[src/rtl/jpeg_dec_pkg.sv]
// rtl/jpeg_dec_pkg.sv - shared JPEG scan decode constants and unstuff state type
package jpeg_dec_pkg;

    typedef enum logic [1:0] {
        NORMAL  = 2'd0,
        SEEN_FF = 2'd1,
        MARKER  = 2'd2
    } unstuff_state_t;

    localparam logic [7:0] BYTE_FF     = 8'hFF;
    localparam logic [7:0] BYTE_STUFF  = 8'h00;
    localparam logic [7:0] MARKER_RST0 = 8'hD0;
    localparam logic [7:0] MARKER_RST1 = 8'hD1;
    localparam logic [7:0] MARKER_RST2 = 8'hD2;
    localparam logic [7:0] MARKER_RST3 = 8'hD3;
    localparam logic [7:0] MARKER_RST4 = 8'hD4;
    localparam logic [7:0] MARKER_RST5 = 8'hD5;
    localparam logic [7:0] MARKER_RST6 = 8'hD6;
    localparam logic [7:0] MARKER_RST7 = 8'hD7;
    localparam logic [7:0] MARKER_EOI  = 8'hD9;

endpackage

[src/rtl/jpeg_byte_unstuff.sv]
// rtl/jpeg_byte_unstuff.sv - removes 0xFF00 stuffing, skips fill bytes, latches markers
module jpeg_byte_unstuff
    import jpeg_dec_pkg::*;
(
    input  logic       clk,
    input  logic       rst,
    input  logic       byte_valid,
    input  logic [7:0] byte_data,
    input  logic       marker_ack,
    output logic       append_valid,
    output logic [7:0] append_byte,
    output logic       marker_hit,
    output logic [7:0] marker_code
);

    unstuff_state_t r_state;
    unstuff_state_t w_state_n;
    logic [7:0]     r_code;
    logic [7:0]     w_code_n;

    always_ff @(posedge clk) begin
        if (rst) begin
            r_state <= NORMAL;
            r_code  <= 8'h00;
        end else begin
            r_state <= w_state_n;
            r_code  <= w_code_n;
        end
    end

    always_comb begin
        w_state_n    = r_state;
        w_code_n     = r_code;
        append_valid = 1'b0;
        append_byte  = byte_data;
        case (r_state)
            NORMAL: begin
                if (byte_valid) begin
                    if (byte_data == BYTE_FF) w_state_n = SEEN_FF;
                    else                      append_valid = 1'b1;
                end
            end
            SEEN_FF: begin
                if (byte_valid) begin
                    if (byte_data == BYTE_STUFF) begin
                        append_valid = 1'b1;
                        append_byte  = BYTE_FF;
                        w_state_n    = NORMAL;
                    end else if (byte_data != BYTE_FF) begin
                        // 0xFF repeats are fill; anything else completes a marker
                        w_code_n  = byte_data;
                        w_state_n = MARKER;
                    end
                end
            end
            MARKER: begin
                if (marker_ack) w_state_n = NORMAL;
            end
            default: w_state_n = NORMAL;
        endcase
    end

    assign marker_hit  = (r_state == MARKER);
    assign marker_code = r_code;

endmodule

[src/rtl/jpeg_scan_bit_reader.sv]
// rtl/jpeg_scan_bit_reader.sv - unstuffed scan bytes into an MSB-first bit window
// Buffer is left-aligned; bits at or beyond the count are kept at zero and padded with 1s on output.
module jpeg_scan_bit_reader
    import jpeg_dec_pkg::*;
#(
    parameter int BUF_W = 32
) (
    input  logic        clk,
    input  logic        rst,
    input  logic        in_valid,
    input  logic [7:0]  in_data,
    output logic        in_ready,
    output logic [15:0] bits,
    output logic [4:0]  bits_avail,
    output logic        bits_valid,
    input  logic        consume_en,
    input  logic [4:0]  consume_len,
    output logic        marker_valid,
    output logic [7:0]  marker_code,
    input  logic        marker_ack,
    output logic        underflow_err
);

    logic [BUF_W-1:0] r_buf;
    logic [5:0]       r_count;
    logic             r_underflow;

    logic             w_accept;
    logic             w_append_valid;
    logic [7:0]       w_append_byte;
    logic             w_marker_hit;
    logic [7:0]       w_marker_code;
    logic             w_flush;
    logic             w_do_consume;
    logic             w_over;
    logic [5:0]       w_len;
    logic [BUF_W-1:0] w_buf_c;
    logic [5:0]       w_cnt_c;
    logic [BUF_W-1:0] w_buf_n;
    logic [5:0]       w_cnt_n;
    logic [15:0]      w_pad;

    assign w_accept = in_valid && in_ready;
    assign w_flush  = w_marker_hit && marker_ack;

    jpeg_byte_unstuff u_unstuff (
        .clk          (clk),
        .rst          (rst),
        .byte_valid   (w_accept),
        .byte_data    (in_data),
        .marker_ack   (marker_ack),
        .append_valid (w_append_valid),
        .append_byte  (w_append_byte),
        .marker_hit   (w_marker_hit),
        .marker_code  (w_marker_code)
    );

    // Consume first, then append the new byte at the post-consume tail
    always_comb begin
        w_len        = {1'b0, consume_len};
        w_do_consume = consume_en && (consume_len != 5'd0);
        w_over       = w_do_consume && (w_len > r_count);
        w_buf_c      = r_buf;
        w_cnt_c      = r_count;
        if (w_over) begin
            w_buf_c = '0;
            w_cnt_c = 6'd0;
        end else if (w_do_consume) begin
            w_buf_c = r_buf << consume_len;
            w_cnt_c = r_count - w_len;
        end
        w_buf_n = w_buf_c;
        w_cnt_n = w_cnt_c;
        if (w_append_valid) begin
            w_buf_n = w_buf_c | ({w_append_byte, {(BUF_W-8){1'b0}}} >> w_cnt_c);
            w_cnt_n = w_cnt_c + 6'd8;
        end
    end

    always_ff @(posedge clk) begin
        if (rst || w_flush) begin
            r_buf       <= '0;
            r_count     <= 6'd0;
            r_underflow <= 1'b0;
        end else begin
            r_buf       <= w_buf_n;
            r_count     <= w_cnt_n;
            r_underflow <= w_over;
        end
    end

    assign w_pad = 16'hFFFF >> r_count;

    assign in_ready      = !rst && !w_marker_hit && (r_count <= 6'd24);
    assign bits          = rst ? 16'hFFFF : (r_buf[BUF_W-1 -: 16] | w_pad);
    assign bits_avail    = rst ? 5'd0 : ((r_count >= 6'd16) ? 5'd16 : r_count[4:0]);
    assign bits_valid    = !rst && ((r_count >= 6'd16) || (w_marker_hit && (r_count != 6'd0)));
    assign marker_valid  = !rst && w_marker_hit;
    assign marker_code   = rst ? 8'h00 : w_marker_code;
    assign underflow_err = !rst && r_underflow;

endmodule

[config.mk]
export PLATFORM = sky130hd
export DESIGN_NAME = jpeg_scan_bit_reader
export DESIGN_NICKNAME = d
export VERILOG_FILES = /design/src/rtl/jpeg_dec_pkg.sv /design/src/rtl/jpeg_byte_unstuff.sv /design/src/rtl/jpeg_scan_bit_reader.sv
export SDC_FILE = /design/constraint.sdc
export NUM_CORES = 1
export LEC_CHECK = 0
export BUFFER_PORTS_ARGS = -buffer_cell sky130_fd_sc_hd__buf_2
export CAP_MARGIN = 30
export CORE_ASPECT_RATIO = 2
export CORE_UTILIZATION = 45
export CTS_CLUSTER_SIZE = 10
export DETAILED_ROUTE_END_ITERATION = 8
export PLACE_DENSITY = 0.7
export SLEW_MARGIN = 20
export SYNTH_ARGS = -nofsm -noshare
export SYNTH_HDL_FRONTEND = slang
export SYNTH_SLANG_ARGS = --single-unit
[constraint.sdc]
create_clock -name clk -period 9.8 [get_ports clk]
set_input_delay 0.98 -clock clk [delete_from_list [all_inputs] [get_ports clk]]
set_output_delay 0.98 -clock clk [all_outputs]
set_load 0.02 [all_outputs]
==> flow_metrics.py <==
metrics = {
    "timing": {
        "timing_hold_violations_final": 0,
        "slew_headroom_pct": 38.3,
        "rsz0062_at_grt": "no",
        "finalClockSkew_ns": 0.00703,
        "min_period_ns": 4.73,
        "fin_crit_sh_pct": 48.3,
        "finalSetupViolations": 0,
        "slew_violations": 0,
        "fin_tns_setup_ns": 0,
        "worst_pin_slew_ns": 0.922,
        "fmax_mhz": 211,
    },
    "logic_synthesis": {
        "synth_seq_cells": 49,
        "synth_nets": 655,
        "yosys.area.top_type_share_pct": 20.1,
        "syn_area_um2": 4870,
        "synth_edf_count": 0,
        "synth_compound_area_share_pct": 30.9,
        "synth_fa_ha_area_share_pct": 1.95,
        "synth_area_leaders": "dfxtp_1, mux4_2, mux2i_1",
        "synthMuxAreaShare_pct": 19.6,
        "synth_xor_area_share_pct": 0.720,
        "yosysUniqueCellTypes": 78,
        "async_flop_share_pct": 0,
        "synth_warnings": 0,
        "yosysTopAreaCell": "dfxtp_1",
        "syn_avg_cell_area_um2": 7.73,
        "synth_cells": 630,
        "synth_flop_cell": "dfxtp_1",
        "synth.yosys.seq_area_share_pct": 20.1,
        "yosys.area_share.simple_pct": 22.1,
        "synth_most_common_cell": "nand2_1",
        "synthTopCellsByCount": "nand2_1, a21oi_1, nor2_1",
        "synth_top_family_by_area": "compound AO/OA/AOI/OAI gates",
    },
    "clocking": {
        "cts_buffers": 5,
        "ctsHoldBuffers": 0,
        "cts_buffer_depth": 2,
        "post_cts_buffers": 0,
        "cts_resized": 0,
        "cts-root-buf": "clkbuf_16",
        "clk-insertion-delay-late_ns": 0.30,
        "clk_pin_slew_ns": 0.07,
        "htreeDepth": 2,
        "clkSinkCount": 49,
        "cts_tree": "done",
    },
    "global_routing": {
        "grt_pass1_vias": 5131,
        "antenna_found_initial": 0,
        "grt_use_total_pct": 35.2,
        "grt_max_degree": 43,
        "grt_overflow": 0,
        "grt_first_pass_wirelength_um": 28900,
    },
    "detailed_routing": {
        "route.vias.total": 5284,
        "routed_wl_um": 18800,
        "via_per_inst": 6.75,
        "drtIter0Drc": 564,
        "dr.pass1.iters": 6,
        "remaining_drc_errors": 0,
        "ant_nets": 0,
        "wl_per_cell_um": 24.0,
    },
    "setup_path": {
        "critPathKind": "in2reg",
        "critPathBufInv": 2,
        "reg2reg_depth": 11,
        "path_max_fanout": 33,
        "end_kind": "flop",
        "r2r_setup_slack_ns": 5.89,
        "critPathLaunchType": "input port",
        "critical_path_arrival_ns": 4.96,
        "max_stage_delay_ns": 0.68,
        "worstPathRequired_ns": 10.02,
        "crit_path_start": "consume_len[0]",
        "reg2reg_to": "r_buf[3]$_SDFF_PP0_",
        "reg2reg_from": "r_count[0]$_SDFF_PP0_",
        "cp_top_family": "compound AO/OA/AOI/OAI gates",
        "crit_chain": "buf_2, or4_4, o21ai_4, buf_4, a21oi_4, a22oi_2, nand2_1, nor3_1, a221oi_1, o22ai_1",
        "cp_slowest_cell": "or4_4",
    },
    "run_status": {
        "outcome": "completed",
    },
    "placed_design": {
        "dpl.hpwl_um": 14600,
        "placed_area_um2": 5120,
        "routabilityCongestion": 1.01,
        "portBuffers": 50,
    },
    "final_layout": {
        "nets": 670,
        "fin_util_pct": 50.1,
        "n_antenna_cell": 0,
        "area_delta_synth_final_pct": 8.43,
        "stdcell_area_um2": 5280,
        "layout-drive-gt1-share_pct": 19.3,
    },
    "floorplanning": {
        "dieArea_um2": 11300,
        "io-pin-count": 51,
        "core.rowCount": 53,
        "die_y_um": 149,
        "core-area_um2": 10500,
        "start_util_pct": 46.2,
        "die_w_um": 75.6,
    },
    "hold_path": {
        "hold_path_startpoint": "u_unstuff.r_state[1]$_SDFFE_PP0P_",
        "min_to": "u_unstuff.r_state[0]$_SDFFE_PP0P_",
        "min_delay_path_depth": 1,
        "hold_path.class": "reg2reg",
    },
    "pwr": {
        "leakage_nw": 1.93,
        "irDropWorstVdd_mv": 0.109,
        "powerDensity_nw_per_um2": 105,
    },
    "run": {
        "drv_cap": 0,
    },
}
[final cells by class]
| cell class | count | area (µm²) |
|---|---|---|
| fillers | 1060 | 5270 |
| multi-input cells | 524 | 3660 |
| inverters | 11 | 41.3 |
| repair buffers | 54 | 280 |
| clock inverters | 3 | 21.3 |
| well taps | 137 | 171 |
| clock buffers | 5 | 125 |
| flip-flops and latches | 49 | 981 |
[layer usage]
metal	vias up	share of wire (%)	track usage (%)
met3	109	4.7	4.59
li1	2416	-	-
met1	2502	33	36.1
met2	257	53	62.0
met4	0	8.8	25.8
met5	-	0	0
[worst reg2reg max path: stages (launching register included)]
cell and delay, ns:
dfxtp_1 0.61, inv_1 0.16, ha_1 0.26, fa_1 0.41
nand2b_1 0.18, a21o_1 0.26, a211oi_2 0.66, nor4_1 0.13
o32ai_1 0.53, and2_1 0.41, a22oi_1 0.16, o31ai_2 0.08
[power by group]
part           switching [mW]  internal (mW)
Combinational          0.0991         0.0539
Sequential             0.0137          0.205
Clock                  0.0855         0.0953
Total                   0.198          0.354
[kinds of logic after synthesis]
group                      count (synthesis)
AOI/OAI and AO/OA                        218
xor gates and xnor gates                   4
adders and majority gates                  7
buffers and inverters                     57
DFF                                       49
muxes                                     69
and+or+nand+nor                          226
[registers in the layout, indices dropped and copies added, names as in the netlist]
signal and cells:
r_buf 32, r_count 6, r_underflow 1, u_unstuff.marker_code 8, u_unstuff.r_state 2
[through the flow]
stage          std cells  total power, mW  setup WS, ns  hold slack (ns)
3_3_place_gp         774            0.370          4.90            0.455
5_1_grt              783            0.570          4.84            0.496
6_report             783            0.553          5.07            0.470
3_5_place_dp         774            0.371          4.81            0.455
2_1_floorplan        630            0.326          5.75            0.423
4_1_cts              782            0.548          5.13            0.466
[cell usage in the layout, fill, tap and decap left out, drive strengths merged, types with 7 or more instances in the layout]
master and instances:
inv 10, dfxtp 49, nand2 79, nor3 19, mux2i 34, a211oi 9, a21o 7, buf 53
o22ai 13, mux4 19, a22oi 8, a211o 16, and2 8, o21ai 51, mux2 16, nand3 18
nor2 60, a31oi 9, nor2b 15, a21oi 56
[worst max-delay path by stage]
stage	to	slack [ns]	cells after the start
global route	r_buf[7]$_SDFF_PP0_	4.84	10
floorplan	r_buf[13]$_SDFF_PP0_	5.75	13
global placement	r_buf[15]$_SDFF_PP0_	4.90	10
detailed placement	r_buf[7]$_SDFF_PP0_	4.81	10
CTS	r_buf[7]$_SDFF_PP0_	5.13	10
finish	r_buf[15]$_SDFF_PP0_	5.07	10
Note: power is estimated with default switching activity, not from simulation.
